$ cat config.mk
export PLATFORM = sky130hd
export DESIGN_NAME = sevenseg_scan_ctrl
export DESIGN_NICKNAME = d
export VERILOG_FILES = /design/src/rtl/sevenseg_scan_ctrl.sv
export SDC_FILE = /design/constraint.sdc
export NUM_CORES = 1
export LEC_CHECK = 0
export CORE_MARGIN = 5
export CORE_UTILIZATION = 50
export CTS_BUF_LIST = sky130_fd_sc_hd__clkbuf_4
export CTS_CLUSTER_DIAMETER = 100
export DETAILED_ROUTE_END_ITERATION = 10
export HOLD_SLACK_MARGIN = 0.02
export PLACE_DENSITY = 0.82
export SYNTH_ARGS = -nofsm -noshare
export SYNTH_HDL_FRONTEND = slang
export SYNTH_SLANG_ARGS = --single-unit
$ cat constraint.sdc
create_clock -name clk -period 6.05 [get_ports clk]
set_clock_uncertainty 0.2 [all_clocks]
set_input_delay 1.21 -clock clk [delete_from_list [all_inputs] [get_ports clk]]
set_output_delay 1.21 -clock clk [all_outputs]
set_load 0.02 [all_outputs]
$ cat src/rtl/sevenseg_scan_ctrl.sv
// Multiplexed seven-segment scan controller with shadowed display data,
// PWM brightness per digit slot, leading-zero blanking and frame pulse.
// Outputs registered, one cycle behind the scan counters; no backpressure.
//
// Ports:
//   clk, rst          - single clock, synchronous active-high reset
//   en_i              - scan enable; low turns every digit off
//   wr_i              - one-cycle strobe loading wdata_i/dp_i into the shadow
//   wdata_i, dp_i     - nibble and decimal point per digit (digit 0 in LSBs)
//   blank_lz_i        - leading-zero blanking enable (live)
//   bright_i          - brightness level, 0 dimmest .. all-ones full (live)
//   seg_o, dp_o, an_o - active-low segments {g..a}, decimal point, anodes
//   frame_o           - one-cycle pulse at each frame boundary
//   pending_o         - shadow holds data not yet shown
//
// Build option: define SEVENSEG_HEX_EN to show nibbles 10..15 as A b C d E F;
// otherwise those nibbles show a dash.

module sevenseg_scan_ctrl #(
   parameter int NUM_DIGITS = 8,
   parameter int CLK_DIV    = 100000,
   parameter int BRIGHT_W   = 4
) (
   input  logic                    clk,
   input  logic                    rst,
   input  logic                    en_i,
   input  logic                    wr_i,
   input  logic [4*NUM_DIGITS-1:0] wdata_i,
   input  logic [NUM_DIGITS-1:0]   dp_i,
   input  logic                    blank_lz_i,
   input  logic [BRIGHT_W-1:0]     bright_i,
   output logic [6:0]              seg_o,
   output logic                    dp_o,
   output logic [NUM_DIGITS-1:0]   an_o,
   output logic                    frame_o,
   output logic                    pending_o
);

   localparam int SW = (CLK_DIV > 1) ? $clog2(CLK_DIV) : 1;
   localparam int DW = (NUM_DIGITS > 1) ? $clog2(NUM_DIGITS) : 1;
   // Wide enough for (2^BRIGHT_W) * (CLK_DIV-1) with CLK_DIV up to 32 bits.
   localparam int PW = BRIGHT_W + 33;

   localparam logic [SW-1:0] SLOT_MAX = SW'(CLK_DIV - 1);
   localparam logic [DW-1:0] DIG_MAX  = DW'(NUM_DIGITS - 1);
   localparam logic [PW-1:0] DIV_M1   = PW'(CLK_DIV - 1);

   typedef enum logic {IDLE, SCAN} state_t;

   state_t                  state_q;
   logic [SW-1:0]           slot_q;
   logic [DW-1:0]           digit_q;
   logic [4*NUM_DIGITS-1:0] shadow_dat_q;
   logic [NUM_DIGITS-1:0]   shadow_dp_q;
   logic [4*NUM_DIGITS-1:0] active_dat_q;
   logic [NUM_DIGITS-1:0]   active_dp_q;
   logic                    pending_q;
   logic [6:0]              seg_q;
   logic                    dp_q;
   logic [NUM_DIGITS-1:0]   an_q;
   logic                    frame_q;

   logic [3:0]              nib_arr_d [NUM_DIGITS];
   logic [DW-1:0]           hi_nz_d;
   logic [PW-1:0]           on_cnt_d;
   logic [3:0]              nib_d;
   logic                    blank_d;
   logic                    lit_d;
   logic                    frame_edge_d;
   logic                    xfer_d;
   logic [6:0]              seg_dec_d;

   function automatic logic [6:0] decode(input logic [3:0] n);
      case (n)
         4'h0:    return 7'b1000000;
         4'h1:    return 7'b1111001;
         4'h2:    return 7'b0100100;
         4'h3:    return 7'b0110000;
         4'h4:    return 7'b0011001;
         4'h5:    return 7'b0010010;
         4'h6:    return 7'b0000010;
         4'h7:    return 7'b1111000;
         4'h8:    return 7'b0000000;
         4'h9:    return 7'b0010000;
`ifdef SEVENSEG_HEX_EN
         4'hA:    return 7'b0001000;
         4'hB:    return 7'b0000011;
         4'hC:    return 7'b1000110;
         4'hD:    return 7'b0100001;
         4'hE:    return 7'b0000110;
         default: return 7'b0001110;
`else
         default: return 7'b0111111;
`endif
      endcase
   endfunction

   always_comb begin
      hi_nz_d = '0;
      for (int k = 0; k < NUM_DIGITS; k++) begin
         nib_arr_d[k] = active_dat_q[4*k +: 4];
         if (active_dat_q[4*k +: 4] != 4'h0) hi_nz_d = DW'(k);
      end
      on_cnt_d  = ((PW'(bright_i) + PW'(1)) * DIV_M1) >> BRIGHT_W;
      nib_d     = nib_arr_d[digit_q];
      seg_dec_d = decode(nib_d);
      // Digit 0 can never exceed hi_nz_d, so it is never blanked.
      blank_d   = blank_lz_i && (digit_q > hi_nz_d) && !active_dp_q[digit_q];
      // Slot 0 is dead time so the previous digit's pattern cannot ghost.
      lit_d     = (state_q == SCAN) && en_i && (slot_q != '0) &&
                  (PW'(slot_q) <= on_cnt_d) && !blank_d;
      frame_edge_d = (state_q == SCAN) && en_i &&
                     (slot_q == SLOT_MAX) && (digit_q == DIG_MAX);
      // Active takes the shadow's old contents; a write in the same cycle
      // stays pending for the next boundary.
      xfer_d = ((state_q == IDLE) && en_i) || (frame_edge_d && pending_q);
   end

   always_ff @(posedge clk) begin
      if (rst) begin
         state_q      <= IDLE;
         slot_q       <= '0;
         digit_q      <= '0;
         shadow_dat_q <= '0;
         shadow_dp_q  <= '0;
         active_dat_q <= '0;
         active_dp_q  <= '0;
         pending_q    <= 1'b0;
         seg_q        <= 7'h7F;
         dp_q         <= 1'b1;
         an_q         <= '1;
         frame_q      <= 1'b0;
      end else begin
         if (wr_i) begin
            shadow_dat_q <= wdata_i;
            shadow_dp_q  <= dp_i;
         end
         if (xfer_d) begin
            active_dat_q <= shadow_dat_q;
            active_dp_q  <= shadow_dp_q;
         end
         pending_q <= wr_i || (pending_q && !xfer_d);

         frame_q <= frame_edge_d;
         an_q    <= lit_d ? ~(NUM_DIGITS'(1) << digit_q) : '1;
         seg_q   <= lit_d ? seg_dec_d : 7'h7F;
         dp_q    <= lit_d ? ~active_dp_q[digit_q] : 1'b1;

         case (state_q)
            IDLE: begin
               slot_q  <= '0;
               digit_q <= '0;
               if (en_i) state_q <= SCAN;
            end
            SCAN: begin
               if (!en_i) begin
                  state_q <= IDLE;
                  slot_q  <= '0;
                  digit_q <= '0;
               end else if (slot_q == SLOT_MAX) begin
                  slot_q  <= '0;
                  digit_q <= (digit_q == DIG_MAX) ? '0 : digit_q + 1'b1;
               end else begin
                  slot_q <= slot_q + 1'b1;
               end
            end
            default: state_q <= IDLE;
         endcase
      end
   end

   assign seg_o     = seg_q;
   assign dp_o      = dp_q;
   assign an_o      = an_q;
   assign frame_o   = frame_q;
   assign pending_o = pending_q;

endmodule

==> reports/summary.txt, run 1 <==
CORE AREA: 13090 um2
clk_lat worst skew: 0.51 ns
fill count: 1070
FF+latch count, synth: 119
detailed-route via count: 5490
crit-path max FO: 3
Top Usage Layer GRT: met2
area of the die: 15630 um2
CTS tree: built
pin count of the biggest net entering global routing: 83
fmax: 0.1694 GHz
synth warn: 0
met1 usage: 24.10%
DRC errors left: 0
ys async rst share: 0%
Final Max Slew Viols: 0
Seq. cell area: 2382 um2
Core Rows: 42
GRT Total Usage: 18.70%
Clock transition at path regs: 0.11 ns
Hold Path Class: flop to flop
grt ovf: 0
share of cells above drive strength 1: 15.42%
Die Y: 125 um
Synth area leader: dfxtp_1
TritonCTS Buffers: 17
Max-Cap Viols: 0
worst hold slack: 0.2611 ns
DRT antenna net count: 0
Final Hold Fails: 0
number of global-route vias before repair: 5475
fin util: 62.85%
Avg Inst Size Synth: 8.864 um2
clk sinks: 119
area of the multi-input gates: 4183 um2
outcome: finished clean
maximum clock path buffer count: 2
critical path required time: 6.23 ns
Worst-Margin Slew: 1.185 ns
crit end category: flop
final setup fails: 0
largest vdd supply drop: 0.1497 mV
Max-slew headroom: 20.97%
Total Wirelength: 14630 um
routed length per instance: 14.00 um
R2R depth: 6
CP Launch Type: input pin
met3 Use GR: 3.966%
initial antenna violation count: 0
first-pass GRT wire length: 24700 um
crit share post-route: 97.57%
grt met2 use: 31.22%
largest cells by area after synthesis: dfxtp_1 (36%), ha_1 (15%), mux2i_1 (7.0%), nand2_1 (6.8%), a21oi_1 (4.7%)
syn nets: 878
Yosys top cell area share: 36.03%
io pins: 67
fin crit period: 5.903 ns
Cells after Synth: 746
EDFF count, synth: 0
H-tree depth: 4
hold path depth: 2
DR iter-0 viols: 281
LEAKAGE: 3.543 nW
drt via density: 5.254
Cells after DPL: 1012
initial core utilization: 50.54%
# diodes: 0
Crit Path Class: input pin to flop
nets@finish: 988
Distinct cells, synth: 50
Arr. time, crit path: 6.09 ns
GP Congestion: 0.8895
Non-Filler Instances: 1045
top_reg_cell synth: dfxtp_1
hpwl dp: 10950 um
mapped cell area: 6613 um2
total chip power: 2.043 mW
register area share after synthesis: 36.03%
Port Buf Inserts: 66
pwr/cell area: 248.4 nW/um2
Area growth syn-to-layout: 24.37%
Die X: 125 um
root buffer cell: clkbuf_4
TritonRoute pass-1 iters: 5
-- through the flow --
step | TNS, ns | setup WS (ns) | area [um2]
after floorplan | 0 | 0.0004410 | 6704
after global placement | -8.264 | -0.6570 | 7861
after detailed placement | -13.89 | -1.038 | 7861
after CTS | 0 | 0.01997 | 8199
after global routing | -0.03701 | -0.03701 | 8224
final | 0 | 0.1471 | 8224
-- state kept, by name (all words and copies together) (netlist names) --
register / count
digit_q: 3
seg_o: 7
pending_o: 1
shadow_dat_q: 32
an_o: 8
state_q: 1
dp_o: 1
frame_o: 1
shadow_dp_q: 8
active_dp_q: 8
slot_q: 17
active_dat_q: 32
-- metal layers --
layer  wire (um)  share of wire, %  up-vias
met4         252               1.7        0
met5           0                 0        -
met3         678               4.6       30
li1            -                 -     2812
met2        6975                48      137
met1        6726                46     2511
-- power breakdown --
group / switching (mW) / internal, mW
logic: 0.326 / 0.341
clock network: 0.292 / 0.258
registers: 0.0165 / 0.808
-- worst paths after layout --
| check | from | endpoint | slack, ns |
|---|---|---|---|
| max | bright_i[0] | an_o[7] | 0.15 |
| min | shadow_dat_q[0] | active_dat_q[0] | 0.26 |
| max reg2reg | digit_q[0] | seg_o[3] | 2.83 |
| min reg2reg | shadow_dat_q[0] | active_dat_q[0] | 0.26 |
-- cell usage after synthesis, types with 5 or more instances --
cell type and count:
a21o_1 12, a21oi_1 62, a31oi_1 5, and3_1 6
buf_2 8, clkbuf_1 21, dfxtp_1 119, fa_1 5
ha_1 78, inv_1 29, mux2i_1 46, mux4_2 10
nand2_1 119, nand3_1 27, nand4_1 7, nor2_1 72
nor2b_1 5, nor3_1 12, nor4_1 9, o21ai_0 14
xnor2_1 18, xor2_1 15
-- worst max-delay path, stage by stage --
cell	delay [ns]
buf_4	0.14
ha_4	0.16
and3_4	0.19
ha_4	0.26
inv_2	0.06
xnor2_4	0.16
fa_1	0.52
inv_1	0.05
fa_1	0.48
ha_4	0.28
a21oi_4	0.15
a21oi_2	0.09
or3_4	0.33
a21o_1	0.18
a21o_1	0.21
a21oi_2	0.15
xor2_1	0.15
ha_1	0.27
a21oi_2	0.15
o21ai_1	0.09
nand2b_1	0.07
nand4_1	0.11
o211ai_2	0.12
or4b_4	0.49
-- kinds of logic (layout without fill, tap and decap cells) --
family / after synthesis / count (layout) / synth area share, %
AND/OR/NAND/NOR: 275 / 275 / 18.41
XOR/XNOR: 33 / 33 / 4.371
buffers and inverters: 60 / 183 / 3.557
AO/OA/AOI/OAI: 119 / 119 / 10.82
flip-flops: 119 / 119 / 36.03
multiplexers: 57 / 57 / 10.54
adder cells (fa/ha/maj): 83 / 83 / 16.27
-- area by class of cell --
cell class	count	share of cell area, %
Multi-Input combinational cell	567	50.86
Sequential cell	119	28.97
Timing Repair Buffer	121	12.75
Tap cell	176	2.678
Clock buffer	20	1.826
Clock inverter	12	1.552
Inverter	30	1.369
-- cell usage in the layout, fill, tap and decap left out, drive strengths merged, types with 5 or more instances in the layout --
cell,count
buf,59
a21o,12
a31oi,5
a211oi,5
nand4,7
fa,5
mux2i,46
clkbuf,22
nor4,10
clkdlybuf4s50,60
nor2b,5
nor3,12
xnor2,18
ha,78
clkinv,7
mux4,10
nand3,27
inv,31
xor2,15
nand2,119
nor2,72
a21oi,62
o21ai,15
dfxtp,119
and3,6
-- timing repair --
action                                  CTS  global route
setup buffers                             1             0
cloned                                    0             0
hold buffers                              0             0
endpoints found under the setup margin   16            16
gates resized for setup                  19            19
pin swaps                                11            20
No activity file was read; power rests on OpenSTA's default activity.
==> inputs of run 2 (changes only) <==
--- a/config.mk
+++ b/config.mk
@@ -6,12 +6,12 @@
 export NUM_CORES = 1
 export LEC_CHECK = 0
 export CORE_MARGIN = 5
-export CORE_UTILIZATION = 50
+export CORE_UTILIZATION = 54
 export CTS_BUF_LIST = sky130_fd_sc_hd__clkbuf_4
 export CTS_CLUSTER_DIAMETER = 100
 export DETAILED_ROUTE_END_ITERATION = 10
 export HOLD_SLACK_MARGIN = 0.02
-export PLACE_DENSITY = 0.82
+export PLACE_DENSITY = 0.87
 export SYNTH_ARGS = -nofsm -noshare
 export SYNTH_HDL_FRONTEND = slang
 export SYNTH_SLANG_ARGS = --single-unit
==> reports/summary.txt, run 2 (synthesis gave the netlist of run 1 again) <==
outcome: finished clean
final setup fails: 0 (unchanged)
total chip power: 2.072 mW (+1.4%)
number of global-route vias before repair: 5421 (-0.99%)
Critical path origin: bright_i[2]
first-pass GRT wire length: 24820 um (+0.50%)
Worst path depth: 24 (unchanged)
fmax: 0.1703 GHz (+0.50%)
area of the die: 14560 um2 (-6.8%)
WP buf/inv: 4 (+1)
CORE AREA: 12010 um2 (-8.2%)
largest vdd supply drop: 0.1714 mV (+14%)
DR iter-0 viols: 363 (+29%)
GRT Total Usage: 20.59% (+1.9 points)
DRT antenna net count: 0 (unchanged)
share of cells above drive strength 1: 14.75% (-0.67 points)
Crit Path Class: input pin to flop
TritonCTS Buffers: 17 (unchanged)
worst hold slack: 0.2396 ns (-0.02158 ns)
crit-path max FO: 4 (+1)
fin util: 68.03% (+5.2 points)
TritonRoute pass-1 iters: 5 (unchanged)
min-delay src: shadow_dat_q[9]
Area growth syn-to-layout: 23.58%
crit share post-route: 97.08% (-0.49 points)
clk sinks: 119 (unchanged)
grt ovf: 0 (unchanged)
Port Buf Inserts: 66 (unchanged)
R2R depth: 6 (unchanged)
maximum clock path buffer count: 2 (unchanged)
Clock transition at path regs: 0.12 ns (about the same)
H-tree depth: 4 (unchanged)
Max-Cap Viols: 0 (unchanged)
hold path depth: 2 (unchanged)
largest registers: active_dat_q (32), shadow_dat_q (32), slot_q (17)
Area after DPL: 7818 um2 (-0.56%)
Final Hold Fails: 0 (unchanged)
nets@finish: 987 (-0.10%)
DRC errors left: 0 (unchanged)
crit end category: flop
Slowest Stage Delay on Critical Path: 0.51 ns (about the same)
Post-Layout Inst Area: 8172 um2 (-0.64%)
routed length per instance: 14.42 um (+3.0%)
Die Y: 120.7 um (-3.5%)
root buffer cell: clkbuf_4
drt via density: 5.509 (+4.9%)
R2R Path Start: digit_q[0]
hpwl dp: 10950 um (about the same)
GP Congestion: 0.8205 (-7.8%)
R2R setup slack: 2.83 ns (about the same)
Top delay family on crit path: adder cells
unrepaired setup endpoints after global routing: no
clk_lat worst skew: 0.52 ns (about the same)
Total Wirelength: 14640 um (about the same)
Final Max Slew Viols: 0 (unchanged)
initial antenna violation count: 0 (unchanged)
LEAKAGE: 3.530 nW (-0.35%)
Die X: 120.7 um (-3.5%)
Arr. time, crit path: 6.08 ns (about the same)
CTS tree: built
fin crit period: 5.873 ns (-0.02960 ns)
initial core utilization: 55.05% (+4.5 points)
Worst-Margin Slew: 1.238 ns (+0.05211 ns)
pwr/cell area: 253.6 nW/um2 (+2.1%)
Max-slew headroom: 17.50% (-3.5 points)
critical path required time: 6.25 ns (+0.02 ns)
CP max-delay cell: fa_1
io pins: 67 (unchanged)
# diodes: 0 (unchanged)
Core Rows: 40 (-4.8%)
commonest non-fill, non-tap cell in the layout: dfxtp_1
detailed-route via count: 5592 (+1.9%)
CP Launch Type: input pin
worst path cell trace: dlygate4sd2_1 > buf_4 > and3_4 > ha_1 > inv_2 > xnor2_4 > fa_1 > inv_1 > fa_1 > ha_4 > a21oi_4 > a21oi_2 > or3_4 > a21o_1 > a21o_1 > a31oi_1 > xor2_1 > ha_1 > nand2_2 > o21ai_0 > nand2b_1 > nand4_1 > o211ai_2 > or4b_4
pin count of the biggest net entering global routing: 83 (unchanged)
Hold Path Class: flop to flop
most frequent cells in the layout: dfxtp_1 (119), nand2_1 (118), nor2_1 (72), ha_1 (72), clkdlybuf4s50_1 (60)
run 2: final cells by class:
type                       count  area [um2]
fill                         916        3840
clock inverter                13       147.6
tap                          147       183.9
sequential                   119        2382
timing repair buffer         120        1044
multi-input combinational    567        4159
inverter                      30       112.6
clock buffer                  19       142.6
run 2: tightest hold or removal path: cells and delay by family, from the launching register on:
family	cells	cell delay, ns
flops	1	0.32
simple gates	1	0.05
compound gates	1	0.05
run 2: report_power, final:
| group | internal, mW | total [mW] | leakage (nW) | switching, mW |
|---|---|---|---|---|
| registers | 0.809 | 0.825 | 0.970 | 0.0163 |
| clock network | 0.260 | 0.572 | 0.148 | 0.312 |
| logic | 0.343 | 0.676 | 2.41 | 0.332 |
run 2: layer usage:
metal | part of all wire [%] | vias to the layer above | GRT usage [%]
met5 | 0 | - | 0
met4 | 1.5 | 0 | 6.232
met3 | 5.4 | 23 | 4.163
met2 | 48 | 158 | 34.61
met1 | 45 | 2594 | 26.74
li1 | - | 2817 | -
run 2: through the flow:
stage	setup TNS [ns]	worst slack (ns)	cells
after CTS	0	0.05212	1014
final	0	0.1767	1015
after global routing	0	0.01677	1015
after floorplan	0	0.0004410	746
after global placement	-8.202	-0.6397	982
after detailed placement	-10.41	-0.7735	982
run 2: final timing paths:
| kind | endpoint |
|---|---|
| worst min register to register | active_dat_q[9] |
| worst min-delay path | active_dat_q[9] |
| worst max register to register | seg_o[0] |
| worst max-delay path | an_o[7] |
run 2: what timing repair did:
item / CTS / global route
pin swaps: 12 / 11
resized for setup: 11 / 11
setup endpoints to repair: 16 / 16
hold buffers: 0 / 0
setup buffers: 0 / 1
hold endpoints to repair: 0 / 0
cloned: 0 / 0
==> inputs of run 3 (changes only) <==
--- a/config.mk
+++ b/config.mk
@@ -5,6 +5,7 @@
 export SDC_FILE = /design/constraint.sdc
 export NUM_CORES = 1
 export LEC_CHECK = 0
+export ABC_CLOCK_PERIOD_IN_PS = 6050
 export CORE_MARGIN = 5
 export CORE_UTILIZATION = 54
 export CTS_BUF_LIST = sky130_fd_sc_hd__clkbuf_4
==> results of run 3 <==
The final DEF is identical to that of run 2; final timing and power are the same.
